`src/rtl/rv_iopmp_pkg.sv`:
```
// rv_iopmp_pkg
//   Shared types for the IOPMP requester/checker slice: access types, the
//   error-capture record reported by the transaction checker, the burst type
//   of an incoming bus request and the requester FSM state encoding.
package rv_iopmp_pkg;

    localparam int ERR_SID_WIDTH  = 8;
    localparam int ERR_ADDR_WIDTH = 64;

    typedef enum logic [1:0] {
        ACC_READ  = 2'd0,
        ACC_WRITE = 2'd1,
        ACC_EXEC  = 2'd2
    } access_t;

    typedef enum logic {
        BURST_FIXED = 1'b0,
        BURST_INCR  = 1'b1
    } burst_t;

    typedef enum logic [1:0] {
        REQ_IDLE  = 2'd0,
        REQ_ISSUE = 2'd1,
        REQ_WAIT  = 2'd2,
        REQ_RESP  = 2'd3
    } req_state_t;

    typedef struct packed {
        logic                      error_detected;
        logic [2:0]                err_type;
        access_t                   access;
        logic [ERR_SID_WIDTH-1:0]  sid;
        logic [ERR_ADDR_WIDTH-1:0] addr;
    } error_capture_t;

endpackage

```
`src/rtl/rv_iopmp_beat_addr_gen.sv`:
```
// rv_iopmp_beat_addr_gen
//   Combinational beat address helper. For the current beat address and
//   log2 beat size it gives the byte count of this beat (the first beat may be
//   unaligned and only covers up to the next size boundary) and the address of
//   the following aligned beat. Address arithmetic wraps modulo 2^ADDR_WIDTH.
//   Ports:
//     addr_i      current beat address
//     size_i      log2(bytes per beat)
//     first_i     1 = this is the first beat of the burst
//     num_bytes_o bytes covered by this beat
//     next_addr_o aligned address of the next beat
module rv_iopmp_beat_addr_gen #(
    parameter int ADDR_WIDTH = 64,
    parameter int NB_WIDTH   = 4
) (
    input  logic [ADDR_WIDTH-1:0] addr_i,
    input  logic [2:0]            size_i,
    input  logic                  first_i,
    output logic [NB_WIDTH-1:0]   num_bytes_o,
    output logic [ADDR_WIDTH-1:0] next_addr_o
);

    logic [ADDR_WIDTH-1:0] beat_bytes;
    logic [ADDR_WIDTH-1:0] offs_mask;

    assign beat_bytes  = ADDR_WIDTH'(1) << size_i;
    assign offs_mask   = beat_bytes - ADDR_WIDTH'(1);
    assign next_addr_o = (addr_i & ~offs_mask) + beat_bytes;
    assign num_bytes_o = first_i ? NB_WIDTH'(beat_bytes - (addr_i & offs_mask))
                                 : NB_WIDTH'(beat_bytes);

endmodule

```
`src/rtl/rv_iopmp_check_requester.sv`:
```
// rv_iopmp_check_requester
//   Initiator side of the IOPMP transaction-check handshake. Takes one burst
//   request, issues one check per beat to the transaction checker, and returns
//   a single allow/deny verdict for the burst. Keeps a sticky first-error
//   record with an overflow flag for the error-capture registers.
//   Ports:
//     clk_i, rst_i               clock, async active-high reset
//     req_*                      burst request (valid/ready)
//     chk_en_o/chk_ready_i       per-beat check request to the checker
//     chk_addr_o .. chk_access_o per-beat check attributes
//     chk_valid_i/chk_allow_i    checker result pulse and verdict
//     chk_err_i                  checker error-capture info
//     rsp_*                      burst verdict (valid/ready)
//     err_valid_o/err_record_o   sticky first error record
//     err_overflow_o             error dropped while record held
//     err_clear_i                clears the error record flags
module rv_iopmp_check_requester
    import rv_iopmp_pkg::*;
#(
    parameter int ADDR_WIDTH = 64,
    parameter int DATA_WIDTH = 64,
    parameter int SID_WIDTH  = 8,
    parameter int LEN_WIDTH  = 8,
    localparam int NB_WIDTH  = $clog2(DATA_WIDTH/8) + 1
) (
    input  logic                  clk_i,
    input  logic                  rst_i,
    input  logic                  req_valid_i,
    output logic                  req_ready_o,
    input  logic [ADDR_WIDTH-1:0] req_addr_i,
    input  logic [LEN_WIDTH-1:0]  req_len_i,
    input  logic [2:0]            req_size_i,
    input  burst_t                req_burst_i,
    input  logic [SID_WIDTH-1:0]  req_sid_i,
    input  access_t               req_access_i,
    output logic                  chk_en_o,
    input  logic                  chk_ready_i,
    output logic [ADDR_WIDTH-1:0] chk_addr_o,
    output logic [NB_WIDTH-1:0]   chk_num_bytes_o,
    output logic [SID_WIDTH-1:0]  chk_sid_o,
    output access_t               chk_access_o,
    input  logic                  chk_valid_i,
    input  logic                  chk_allow_i,
    input  error_capture_t        chk_err_i,
    output logic                  rsp_valid_o,
    input  logic                  rsp_ready_i,
    output logic                  rsp_allow_o,
    output logic [LEN_WIDTH-1:0]  rsp_fail_beat_o,
    output logic                  err_valid_o,
    output error_capture_t        err_record_o,
    output logic                  err_overflow_o,
    input  logic                  err_clear_i
);

    typedef struct packed {
        logic [LEN_WIDTH-1:0] len;
        logic [2:0]           size;
        burst_t               burst;
    } burst_req_t;

    req_state_t            state_q;
    burst_req_t            req_q;
    logic [LEN_WIDTH-1:0]  beat_q;
    logic                  ready_low_q;   // checker dropped ready since issue
    logic                  last_beat;
    logic [ADDR_WIDTH-1:0] gen_addr;
    logic [2:0]            gen_size;
    logic [NB_WIDTH-1:0]   gen_num_bytes;
    logic [ADDR_WIDTH-1:0] gen_next_addr;

    assign req_ready_o = (state_q == REQ_IDLE);
    assign chk_en_o    = (state_q == REQ_ISSUE);

    // FIXED bursts need a single check regardless of length.
    assign last_beat = (req_q.burst == BURST_FIXED) || (beat_q == req_q.len);

    // In IDLE the generator sizes the first beat straight from the request;
    // elsewhere it steps from the beat currently on the check port.
    assign gen_addr = (state_q == REQ_IDLE) ? req_addr_i : chk_addr_o;
    assign gen_size = (state_q == REQ_IDLE) ? req_size_i : req_q.size;

    rv_iopmp_beat_addr_gen #(
        .ADDR_WIDTH (ADDR_WIDTH),
        .NB_WIDTH   (NB_WIDTH)
    ) u_beat_addr_gen (
        .addr_i      (gen_addr),
        .size_i      (gen_size),
        .first_i     (state_q == REQ_IDLE),
        .num_bytes_o (gen_num_bytes),
        .next_addr_o (gen_next_addr)
    );

    always_ff @(posedge clk_i or posedge rst_i) begin
        if (rst_i) begin
            state_q         <= REQ_IDLE;
            req_q           <= '0;
            beat_q          <= '0;
            ready_low_q     <= 1'b0;
            chk_addr_o      <= '0;
            chk_num_bytes_o <= '0;
            chk_sid_o       <= '0;
            chk_access_o    <= ACC_READ;
            rsp_valid_o     <= 1'b0;
            rsp_allow_o     <= 1'b0;
            rsp_fail_beat_o <= '0;
        end else begin
            case (state_q)
                REQ_IDLE: begin
                    if (req_valid_i) begin
                        req_q.len       <= req_len_i;
                        req_q.size      <= req_size_i;
                        req_q.burst     <= req_burst_i;
                        beat_q          <= '0;
                        chk_addr_o      <= req_addr_i;
                        chk_num_bytes_o <= gen_num_bytes;
                        chk_sid_o       <= req_sid_i;
                        chk_access_o    <= req_access_i;
                        state_q         <= REQ_ISSUE;
                    end
                end
                REQ_ISSUE: begin
                    if (chk_ready_i) begin
                        ready_low_q <= 1'b0;
                        state_q     <= REQ_WAIT;
                    end
                end
                REQ_WAIT: begin
                    if (chk_valid_i) begin
                        if (!chk_allow_i) begin
                            rsp_allow_o     <= 1'b0;
                            rsp_fail_beat_o <= beat_q;
                            rsp_valid_o     <= 1'b1;
                            state_q         <= REQ_RESP;
                        end else if (last_beat) begin
                            rsp_allow_o     <= 1'b1;
                            rsp_fail_beat_o <= '0;
                            rsp_valid_o     <= 1'b1;
                            state_q         <= REQ_RESP;
                        end else begin
                            beat_q          <= beat_q + LEN_WIDTH'(1);
                            chk_addr_o      <= gen_next_addr;
                            chk_num_bytes_o <= gen_num_bytes;
                            state_q         <= REQ_ISSUE;
                        end
                    end else if (chk_ready_i && ready_low_q) begin
                        // Checker went busy and came back idle without a
                        // result: the check was lost, fail the burst safe.
                        rsp_allow_o     <= 1'b0;
                        rsp_fail_beat_o <= beat_q;
                        rsp_valid_o     <= 1'b1;
                        state_q         <= REQ_RESP;
                    end else if (!chk_ready_i) begin
                        ready_low_q <= 1'b1;
                    end
                end
                REQ_RESP: begin
                    if (rsp_ready_i) begin
                        rsp_valid_o <= 1'b0;
                        state_q     <= REQ_IDLE;
                    end
                end
                default: state_q <= REQ_IDLE;
            endcase
        end
    end

    // Sticky error record; fed by any checker result, not just ones the FSM
    // is waiting on. A clear in the same cycle as a new error lets the new
    // error take the freed record.
    always_ff @(posedge clk_i or posedge rst_i) begin
        if (rst_i) begin
            err_valid_o    <= 1'b0;
            err_overflow_o <= 1'b0;
            err_record_o   <= '0;
        end else if (chk_valid_i && chk_err_i.error_detected) begin
            if (!err_valid_o || err_clear_i) begin
                err_record_o   <= chk_err_i;
                err_valid_o    <= 1'b1;
                err_overflow_o <= 1'b0;
            end else begin
                err_overflow_o <= 1'b1;
            end
        end else if (err_clear_i) begin
            err_valid_o    <= 1'b0;
            err_overflow_o <= 1'b0;
        end
    end

endmodule

```
`config.mk`:
```
export PLATFORM = sky130hd
export DESIGN_NAME = rv_iopmp_check_requester
export DESIGN_NICKNAME = d
export VERILOG_FILES = /design/src/rtl/rv_iopmp_pkg.sv /design/src/rtl/rv_iopmp_beat_addr_gen.sv /design/src/rtl/rv_iopmp_check_requester.sv
export SDC_FILE = /design/constraint.sdc
export NUM_CORES = 1
export LEC_CHECK = 0
export BUFFER_PORTS_ARGS = -buffer_cell sky130_fd_sc_hd__buf_4
export CAP_MARGIN = 20
export CORE_MARGIN = 3
export CORE_UTILIZATION = 55
export CTS_BUF_LIST = sky130_fd_sc_hd__clkbuf_2
export DETAILED_ROUTE_END_ITERATION = 10
export PLACE_DENSITY = 0.88
export REMOVE_ABC_BUFFERS = 1
export SETUP_SLACK_MARGIN = 0.05
export SLEW_MARGIN = 20
export SYNTH_ARGS = -nofsm -noshare
export SYNTH_HDL_FRONTEND = slang
export SYNTH_SLANG_ARGS = --single-unit
```
`constraint.sdc`:
```
create_clock -name clk_i -period 7.62 [get_ports clk_i]
set_input_delay 1.524 -clock clk_i [delete_from_list [all_inputs] [get_ports clk_i]]
set_output_delay 1.524 -clock clk_i [all_outputs]
set_load 0.02 [all_outputs]
```
Yosys cells after proc, flatten, opt, wreduce, memory -nomap -nowiden
Index checks and enable logic that the tools add are counted.

Muxes and demuxes: 49. Equal/unequal tests: 17. Reductions and logical operators: 19. Bitwise gates (word level): 4. $add $sub $neg: 4. Shifts and indexed selects: 1.

Operators with widths (number): 64-bit 2-to-1 mux (5); 64-bit case mux with 2 select lines (1); 64-bit adder (1); 64-bit AND (1); 8-bit 2-to-1 mux (8); 64-bit inverter (1); 1-bit by 3-bit << shifter with 64-bit output, first input constant (1); 64-bit by 1-bit subtractor with 64-bit output, second input constant (1); 4-bit 2-to-1 mux (5); 1-bit 2-to-1 mux (17); 2-bit != test, second input constant (8); 8-bit case mux with 2 select lines (1); 2-bit 2-to-1 mux (7); 5-bit AND reduction (2); 2-bit nonzero test (5); 8-bit by 1-bit adder with 8-bit output, second input constant (1); 8-bit equality test (1); 2-bit case mux with 4 select lines (1); 4-bit case mux with 2 select lines (1); 4-bit AND reduction (2); 2-bit AND reduction (3); 4-bit AND (1); 2-bit equality test, second input constant (2); 2-bit by 1-bit != test with 1-bit output, second input constant (2); other kinds (13) (16).

Word-level logic and storage cells: 114. Bits of input ports: 172. Register bits after elaboration: 191.

Longest topological paths before layout
Gate-level depths: netlist of the first run.

Word-level depth: 11. Mapped depth: 23. Mapped depth without buffers: 16.

By module
A second synthesis of the first run with hierarchy kept.

Cell total of the unflattened synthesis: 1067. Area total of the unflattened synthesis: 10764.1 um^2.

Modules (own cells, without submodules): rv_iopmp_check_requester (cells an instance 703, times used 1, area each 8568.2 um^2); rv_iopmp_beat_addr_gen (cells an instance 364, times used 1, area each 2195.9 um^2).

Worst setup path after synthesis of the first run
Ideal clock, no wire load.

Kind: input port to flip-flop. Start: input port req_size_i[2]. End: register chk_addr_o[19]. Setup time: 0.087 ns. Arrival: 5.361 ns. Slack: 2.172 ns. Buffers on the path: 4. Cell stages on the path: 17. Data required time: 7.533 ns. Cells stage by stage: nor4_1 a21o_1 buf_2 buf_2 nand2_1 ha_1 inv_1 clkbuf_1 a211oi_1 ha_1 nand2_1 nor3_1 nand4_2 buf_2 a2111oi_1 o21ai_0 a22oi_1.

Cells in the longest elaborated chain, start to end: 10.

Ends and longest elaborated chain: start: declaration (RTL line rv_iopmp_check_requester.sv:32) `input logic [2:0] req_size_i,`; 3-bit 2-to-1 mux (*) (RTL line rv_iopmp_check_requester.sv:80) `assign gen_size = (state_q == REQ_IDLE) ? req_size_i : req_q.size;`; 1-bit by 3-bit << shifter with 64-bit output (*) (RTL line rv_iopmp_beat_addr_gen.sv:26) `assign beat_bytes = ADDR_WIDTH'(1) << size_i;`; 64-bit by 1-bit subtractor with 64-bit output (RTL line rv_iopmp_beat_addr_gen.sv:27) `assign offs_mask = beat_bytes - ADDR_WIDTH'(1);`; 64-bit inverter (RTL line rv_iopmp_beat_addr_gen.sv:28) `assign next_addr_o = (addr_i & ~offs_mask) + beat_bytes;`; 64-bit AND (RTL line rv_iopmp_beat_addr_gen.sv:28); 64-bit adder (*) (RTL line rv_iopmp_beat_addr_gen.sv:28); 64-bit 2-to-1 mux (*) (RTL line rv_iopmp_check_requester.sv:134) `end else if (last_beat) begin`; 64-bit 2-to-1 mux (*) (RTL line rv_iopmp_check_requester.sv:129) `if (!chk_allow_i) begin`; 64-bit 2-to-1 mux (*) (RTL line rv_iopmp_check_requester.sv:128) `if (chk_valid_i) begin`; 64-bit case mux with 2 select lines (*) (RTL line rv_iopmp_check_requester.sv:107) `case (state_q)`; end signal: assignment (RTL line rv_iopmp_check_requester.sv:114) `chk_addr_o <= req_addr_i;`; end signal: assignment (RTL line rv_iopmp_check_requester.sv:141) `chk_addr_o <= gen_next_addr;`; end: declaration (RTL line rv_iopmp_check_requester.sv:38) `output logic [ADDR_WIDTH-1:0] chk_addr_o,`.

Every way passes the cells marked *; elsewhere a longest branch is shown, timed or not. The select of a mux whose other input is x is not followed. A chain may end at the register's enable or synchronous reset.

Worst setup path in the final report of the first run
Start: input port req_size_i[2]. End: register chk_addr_o[23].

The elaborated chain is that of the path after synthesis.

==> impl_metrics.py, run 1 <==
metrics = {
    "cts": {
        "cts_setup_buffers": 0,
        "clock-root-buffer": "clkbuf_2",
        "cts_buffers": 17,
        "cts.clk_slew.worst_paths_ns": 0.31,
        "cts_resized": 0,
        "cts_max_path_buffers": 2,
        "holdBufCountCts": 0,
        "cts_tree": "done",
        "cts_sinks": 191,
        "htreeDepth": 4,
        "clk-insertion-delay-late_ns": 0.83,
    },
    "worst_setup_path": {
        "reg2reg_setup_slack_ns": 2.29,
        "end_kind": "flop",
        "crit_chain": "buf_4, nor4_1, a21o_1, buf_4, nand2_1, ha_1, inv_1, a211oi_1, ha_1, nand2_1, nor3_1, nand4_2, a2111oi_1, mux2i_1, a211o_1",
        "reg2reg_to": "chk_addr_o[23]",
        "cp_slowest_cell": "a2111oi_1",
        "reg2reg_from": "state_q[1]",
        "cp-start-kind": "input pin",
        "critPathKind": "input pin to flop",
        "cp.arrival_ns": 6.07,
        "max_stage_delay_ns": 0.63,
        "crit_path_start": "req_size_i[2]",
        "cp_max_fo": 20,
        "required_ns": 8.31,
        "r2r_cells": 14,
    },
    "sta": {
        "maxSlewViolCount": 0,
        "rsz0062_at_grt": "false",
        "finClkSkew_ns": 0.0821,
        "max_freq_mhz": 186,
        "maxSlewHeadroom_pct": 32.0,
        "hold_viol_final": 0,
        "min_period_ns": 5.38,
        "setup_viol": 0,
        "finalCritPeriodShare_pct": 70.7,
        "worst_slew_pin_slew_ns": 1.02,
        "finalSetupTns_ns": 0,
    },
    "logic_synthesis": {
        "synth_xor_area_share_pct": 2.05,
        "synthAdderAreaFrac_pct": 1.04,
        "netlist_instances": 1298,
        "synth_compound_area_share_pct": 21.0,
        "synth_cell_types": 87,
        "ys_async_sr_fraction_pct": 100,
        "synth_top_family_by_area": "compound AO/OA/AOI/OAI gates",
        "ys_seq_area_share_pct": 39.9,
        "synth_edf_count": 0,
        "synth_flop_cell": "dfrtp_1",
        "synth-simple-area-share_pct": 20.7,
        "ys_seq_elements": 191,
        "synth.avg_cell_area_um2": 9.23,
        "synthMuxAreaShare_pct": 11.0,
        "syn_area_mm2": 0.0120,
        "ys_warn_count": 0,
    },
    "power": {
        "p_leak_nw": 6.63,
        "power.density_mw_per_mm2": 377,
        "switching_power_w": 0.00293,
        "clkPwrFrac_pct": 10.9,
        "p_seq_share_pct": 30.3,
        "intPower_w": 0.00273,
        "pwr-share-comb_pct": 58.9,
        "max-vdd-ir-drop_v": 0.000191,
        "sw_frac_of_total_pct": 51.8,
    },
    "global_routing": {
        "grt_usage_pct": 34.4,
        "grt_max_degree": 112,
        "grt_pass1_wl_mm": 65.4,
        "grt_antenna_before_repair": 1,
        "grt_pass1_vias": 11725,
        "grt_overflow": 0,
    },
    "floorplanning": {
        "coreArea_mm2": 0.0212,
        "die_x_um": 154,
        "row_count": 53,
        "dieArea_mm2": 0.0236,
        "start_util_pct": 56.5,
        "num_io_pins": 342,
        "die_height_um": 154,
    },
    "routing": {
        "drc": 0,
        "first_pass_iters": 6,
        "vias_per_cell": 6.49,
        "drt_iter0_drc": 1448,
        "wl_per_cell_um": 22.5,
        "antenna_left": 0,
        "dr_total_vias": 12186,
        "wl_mm": 42.3,
    },
    "layout": {
        "stdcell_area_mm2": 0.0150,
        "final_common_cell": "buf_4",
        "layout_common_cells": "362 x buf_4, 195 x nand2_1, 189 x dfrtp_1, 83 x mux2_2, 65 x a21oi_1",
        "area_delta_synth_final_pct": 25.2,
        "nets": 1771,
        "drive_above_1_share_pct": 32.8,
        "fillCellCount": 1645,
    },
    "hold_path": {
        "min-delay-start": "chk_access_o[0]",
        "hold_depth": 2,
        "min_to": "chk_access_o[0]",
        "hp-class": "flop to flop",
    },
    "placement": {
        "dp_hpwl_mm": 29.6,
        "io_buffers": 341,
        "place.gp.congestion": 0.966,
        "place_area_mm2": 0.0147,
    },
    "status": {
        "status": "complete, no violations",
    },
    "flow_run": {
        "cap_viol_max_count": 0,
    },
}
-- registers in the layout, indices dropped and copies added, names as in the netlist, 2 cells and up --
register / count
beat_q: 8
chk_access_o: 2
chk_addr_o: 64
chk_num_bytes_o: 4
chk_sid_o: 8
err_record_o: 78
req_q: 12
rsp_fail_beat_o: 8
state_q: 2
-- worst max-delay path: cells and delay by family --
| kind | cells | cell delay, ns |
|---|---|---|
| AND/OR/NAND/NOR | 5 | 1.78 |
| AO/OA/AOI/OAI | 4 | 1.18 |
| buffers and inverters | 3 | 0.77 |
| adder cells (fa/ha/maj) | 2 | 0.65 |
| multiplexers | 1 | 0.13 |
-- per-stage QoR --
step,utilization (%),hold WS (ns),setup slack [ns],power [W],cells
floorplan,-,0.453,0.897,0.00367,1207
finish,70.7,0.528,2.24,0.00566,1878
global route,70.7,0.543,1.82,0.00597,1878
CTS,70.6,0.532,2.41,0.00558,1876
detailed placement,69.2,0.472,1.55,0.00497,1844
global placement,69.2,0.456,1.70,0.00487,1844
-- metal layers --
metal	wire, µm	track usage, %	vias up
li1	-	-	5378
met1	16300	47.1	5861
met5	0	0	-
met4	1550	12.4	0
met2	19700	54.3	814
met3	4740	7.35	133
-- worst max-delay path by stage --
| stage | slack, ns | endpoint | cells past startpoint |
|---|---|---|---|
| 6_report | 2.24 | chk_addr_o[23] | 15 |
| 5_1_grt | 1.82 | chk_addr_o[19] | 15 |
| 4_1_cts | 2.41 | chk_addr_o[23] | 15 |
| 3_5_place_dp | 1.55 | chk_addr_o[17] | 16 |
| 3_3_place_gp | 1.70 | chk_addr_o[47] | 15 |
| 2_1_floorplan | 0.90 | beat_q[0] | 1 |
-- cells by family after synthesis --
kind of cell	Yosys count
XOR/XNOR	28
AO/OA/AOI/OAI	338
adder cells (fa/ha/maj)	10
flip-flops	191
AND/OR/NAND/NOR	490
multiplexers	121
buffers and inverters	120
-- cells in the mapped netlist (6+ instances only) --
cell type  instances  area, µm²
xor2_1             7       61.3
and3_1            27        169
a21oi_1           66        330
dfrtp_1          191       4780
buf_2             15       75.1
o21ai_0           63        315
a211oi_1          12       90.1
nor3_1            33        165
o211a_1            7       70.1
xnor2_1           21        184
a21o_1             9       67.6
nand2b_1           8       50.1
ha_1              10        125
a2111oi_2          7        105
a221o_1            6       60.1
inv_1             28        105
mux2i_1           37        370
buf_1             10       37.5
a22oi_1           15        113
a2111oi_0          9       78.8
a21boi_0           6       45.0
or3_1             18        113
o21a_1             8       60.1
a2111oi_1         10        100
clkbuf_1          59        221
nand2_1          195        732
nor4bb_1           6       60.1
nand3_1           60        300
a31oi_1           18        113
a211o_1            7       61.3
nand3b_1           6       45.0
or3b_1             6       52.6
mux2_2            83        935
o211ai_1          25        188
and2_1            13       81.3
nand4_1           18        113
o21ai_1            7       35.0
nor2_1            57        214
nand4bb_1          6       67.6
-- cell type report --
| cell class | count | area (µm²) | area share (%) |
|---|---|---|---|
| clock buffers | 17 | 85.1 | 0.567 |
| clock inverters | 15 | 218 | 1.45 |
| inverters | 29 | 116 | 0.775 |
| repair buffers | 363 | 2740 | 18.2 |
| diodes | 1 | 2.50 | 0.0167 |
| flip-flops and latches | 191 | 4780 | 31.9 |
| well taps | 275 | 344 | 2.29 |
| multi-input cells | 987 | 6720 | 44.8 |
-- power by group through the flow --
stage	Combinational, W	Sequential [W]	Clock [W]
floorplan	0.00166	0.00201	0
global placement	0.00318	0.00169	0
detailed placement	0.00326	0.00171	0
CTS	0.00327	0.00170	0.000621
global route	0.00356	0.00175	0.000660
finish	0.00333	0.00171	0.000614
Note: power is estimated with default switching activity, not from simulation.
==> run 2, diff against run 1 <==
ABC_AREA = 1   (was unset)
CORE_UTILIZATION = 49   (was 55)
PLACE_DENSITY = 0.83   (was 0.88)
clock period = 4.7 ns   (was 7.62 ns; I/O delays follow)
==> run 2 against run 1 <==
Compared with the run above:
- critical path depth rose by 8
- worst setup slack got worse by 1.6 ns
- non-clock buffer count fell by 6
- sequential power rose by 50%
- first-iteration DRC count fell by 2.6%
- sequential share of layout area fell by 0.21 points
- register-to-register slack got worse by 1.6 ns
- die area rose by 12%
- final area rose by 0.61%
- critical endpoint is now chk_addr_o[53]
- highest routed layer unchanged
==> impl_metrics.py, run 2 <==
metrics = {
    "cts": {
        "cts_max_path_buffers": 2,
        "htreeDepth": 4,
        "clk-insertion-delay-late_ns": 0.86,
        "cts_setup_buffers": 0,
        "clock-root-buffer": "clkbuf_2",
        "cts_resized": 0,
        "cts_buffers": 17,
        "cts_tree": "done",
        "holdBufCountCts": 0,
        "cts_sinks": 191,
        "cts.clk_slew.worst_paths_ns": 0.42,
    },
    "logic_synthesis": {
        "syn_area_mm2": 0.0120,
        "ys_seq_elements": 191,
        "synth.avg_cell_area_um2": 6.52,
        "ys_warn_count": 0,
        "netlist_instances": 1839,
        "yosysMostFrequentCell": "nand2_1",
        "ys_top_cells_by_area": "dfrtp_1 40%, nand2_1 24%, inv_1 5.7%",
        "synth_top_area_cell": "dfrtp_1",
        "ys_async_sr_fraction_pct": 100,
        "ys_seq_area_share_pct": 39.9,
        "synth_cell_types": 50,
        "synth_flop_cell": "dfrtp_1",
        "synth_edf_count": 0,
        "netlist_top_cells_count": "761 x nand2_1, 191 x dfrtp_1, 181 x inv_1",
        "synth_top_area_share_pct": 39.9,
    },
    "power": {
        "pwr-share-comb_pct": 62.5,
        "sw_frac_of_total_pct": 55.2,
        "switching_power_w": 0.00528,
        "clkPwrFrac_pct": 10.6,
        "max-vdd-ir-drop_v": 0.000361,
        "p_seq_share_pct": 26.8,
        "p_leak_nw": 8.02,
        "intPower_w": 0.00429,
        "power.density_mw_per_mm2": 634,
    },
    "worst_setup_path": {
        "r2r_cells": 23,
        "reg2reg_from": "state_q[1]",
        "cp_max_fo": 6,
        "reg2reg_setup_slack_ns": 0.68,
        "reg2reg_to": "chk_addr_o[53]",
        "end_kind": "flop",
        "critPathKind": "flop to flop",
        "cp.arrival_ns": 4.76,
        "required_ns": 5.44,
        "cp-start-kind": "flop",
    },
    "placement": {
        "place.gp.congestion": 1.03,
        "dp_hpwl_mm": 33.9,
        "io_buffers": 341,
        "placed_cells": 2450,
    },
    "global_routing": {
        "grt_use_met1_pct": 41.7,
        "grt_antenna_before_repair": 2,
        "grt_overflow": 0,
        "grt_pass1_vias": 12607,
        "top_usage_layer": "met2",
        "grt_use_met3_pct": 7.04,
        "grt_pass1_wl_mm": 67.8,
        "use_met2_pct": 55.2,
        "grt_max_degree": 142,
        "grt_usage_pct": 32.5,
    },
    "layout": {
        "final_common_cell": "nand2_1",
        "fin_util_pct": 63.6,
        "drive_above_1_share_pct": 20.7,
        "reg_top3": "err_record_o x78, chk_addr_o x64, req_q x12",
        "area_delta_synth_final_pct": 26.0,
        "fillCellCount": 2222,
        "multi_input_area_mm2": 0.00620,
        "layout_common_cells": "761 x nand2_1, 357 x buf_4, 191 x dfrtp_1, 180 x inv_1, 177 x nor2_1",
        "layout.area.seq_mm2": 0.00478,
        "largest_register": "err_record_o",
        "nets": 2332,
        "stdcell_count": 2484,
        "largest_register_ff_count": 78,
    },
    "sta": {
        "finalCritPeriodShare_pct": 85.5,
        "hold_viol_final": 0,
        "finClkSkew_ns": 0.0912,
        "setup_viol": 0,
        "maxSlewHeadroom_pct": 30.8,
        "min_period_ns": 4.02,
        "maxSlewViolCount": 0,
        "rsz0062_at_grt": "false",
        "worst_slew_pin_slew_ns": 1.04,
        "whs_ns": 0.212,
        "max_freq_mhz": 249,
    },
    "floorplanning": {
        "coreArea_mm2": 0.0238,
        "start_util_pct": 50.5,
        "row_count": 56,
        "dieArea_mm2": 0.0264,
        "die_height_um": 162,
        "die_x_um": 162,
        "num_io_pins": 342,
    },
    "routing": {
        "drc": 0,
        "wl_mm": 43.5,
        "dr_total_vias": 13209,
        "vias_per_cell": 5.32,
        "wl_per_cell_um": 17.5,
        "drt_iter0_drc": 1410,
        "first_pass_iters": 6,
        "antenna_left": 0,
    },
    "hold_path": {
        "hp-class": "input pin to asynchronous set/reset pin",
    },
    "flow_run": {
        "cap_viol_max_count": 0,
    },
    "status": {
        "status": "complete, no violations",
    },
}
[run 2: worst max-delay path by stage]
stage	startpoint	endpoint	slack [ns]	cells past startpoint
floorplan	rst_i	beat_q[0]	-1.44	1
global placement	req_size_i[1]	chk_addr_o[13]	0.62	20
detailed placement	req_size_i[1]	chk_addr_o[21]	0.57	22
CTS	state_q[1]	chk_addr_o[21]	0.74	23
global route	state_q[1]	chk_addr_o[11]	0.22	22
finish	state_q[1]	chk_addr_o[53]	0.68	23
[run 2: through the flow]
step	setup WS, ns	area [µm²]	power, W	setup TNS [ns]
after detailed placement	0.573	14800	0.00850	0
after global placement	0.620	14800	0.00841	0
after global routing	0.216	15100	0.0103	0
final	0.680	15100	0.00957	0
after floorplan	-1.44	11700	0.00623	-384.92
after CTS	0.745	15100	0.00952	0
[run 2: cell type report]
class	count	area share (%)
well taps	319	2.64
repair buffers	357	17.8
clock buffers	17	0.564
inverters	190	4.79
diodes	2	0.0331
multi-input cells	1393	41.1
flip-flops and latches	191	31.7
clock inverters	15	1.50
[run 2: metal layers]
metal	up-vias	part of all wire, %
met2	587	49
met1	6148	40
met5	-	0
li1	6401	-
met4	0	3.0
met3	73	8.5
[run 2: kinds of logic (layout without fill, tap and decap cells)]
| kind of cell | after synthesis | in the layout | synth area share [%] |
|---|---|---|---|
| multiplexers | 1 | 1 | 0.0835 |
| AND/OR/NAND/NOR | 1156 | 1156 | 39.8 |
| AO/OA/AOI/OAI | 209 | 209 | 9.35 |
| buffers and inverters | 255 | 579 | 8.57 |
| flip-flops | 191 | 191 | 39.9 |
| XOR/XNOR | 17 | 17 | 1.24 |
| other | 0 | 2 | 0 |
| adder cells (fa/ha/maj) | 10 | 10 | 1.04 |
[run 2: critical path, cell delays in order (launching register included)]
cell and delay [ns]:
dfrtp_1 0.55, inv_1 0.19, nand2_1 0.19, nand2_1 0.12, nand2_2 0.10, nor2_2 0.22
nand2_1 0.19, ha_1 0.29, inv_1 0.09, a21oi_1 0.04, or2_2 0.30, a21oi_1 0.13
ha_1 0.29, a21oi_1 0.16, inv_1 0.06, a21oi_1 0.25, or2_1 0.22, nor2_1 0.08
inv_1 0.08, nand2_1 0.09, nand3_1 0.07, nand3_1 0.08, nand2_1 0.10, nand2_1 0.05
[run 2: power by group through the flow]
stage | Clock [W] | Combinational [W] | Sequential, W
floorplan | 0 | 0.00316 | 0.00306
CTS | 0.00103 | 0.00593 | 0.00256
finish | 0.00102 | 0.00598 | 0.00257
global placement | 0 | 0.00585 | 0.00257
global route | 0.00110 | 0.00656 | 0.00263
detailed placement | 0 | 0.00591 | 0.00259
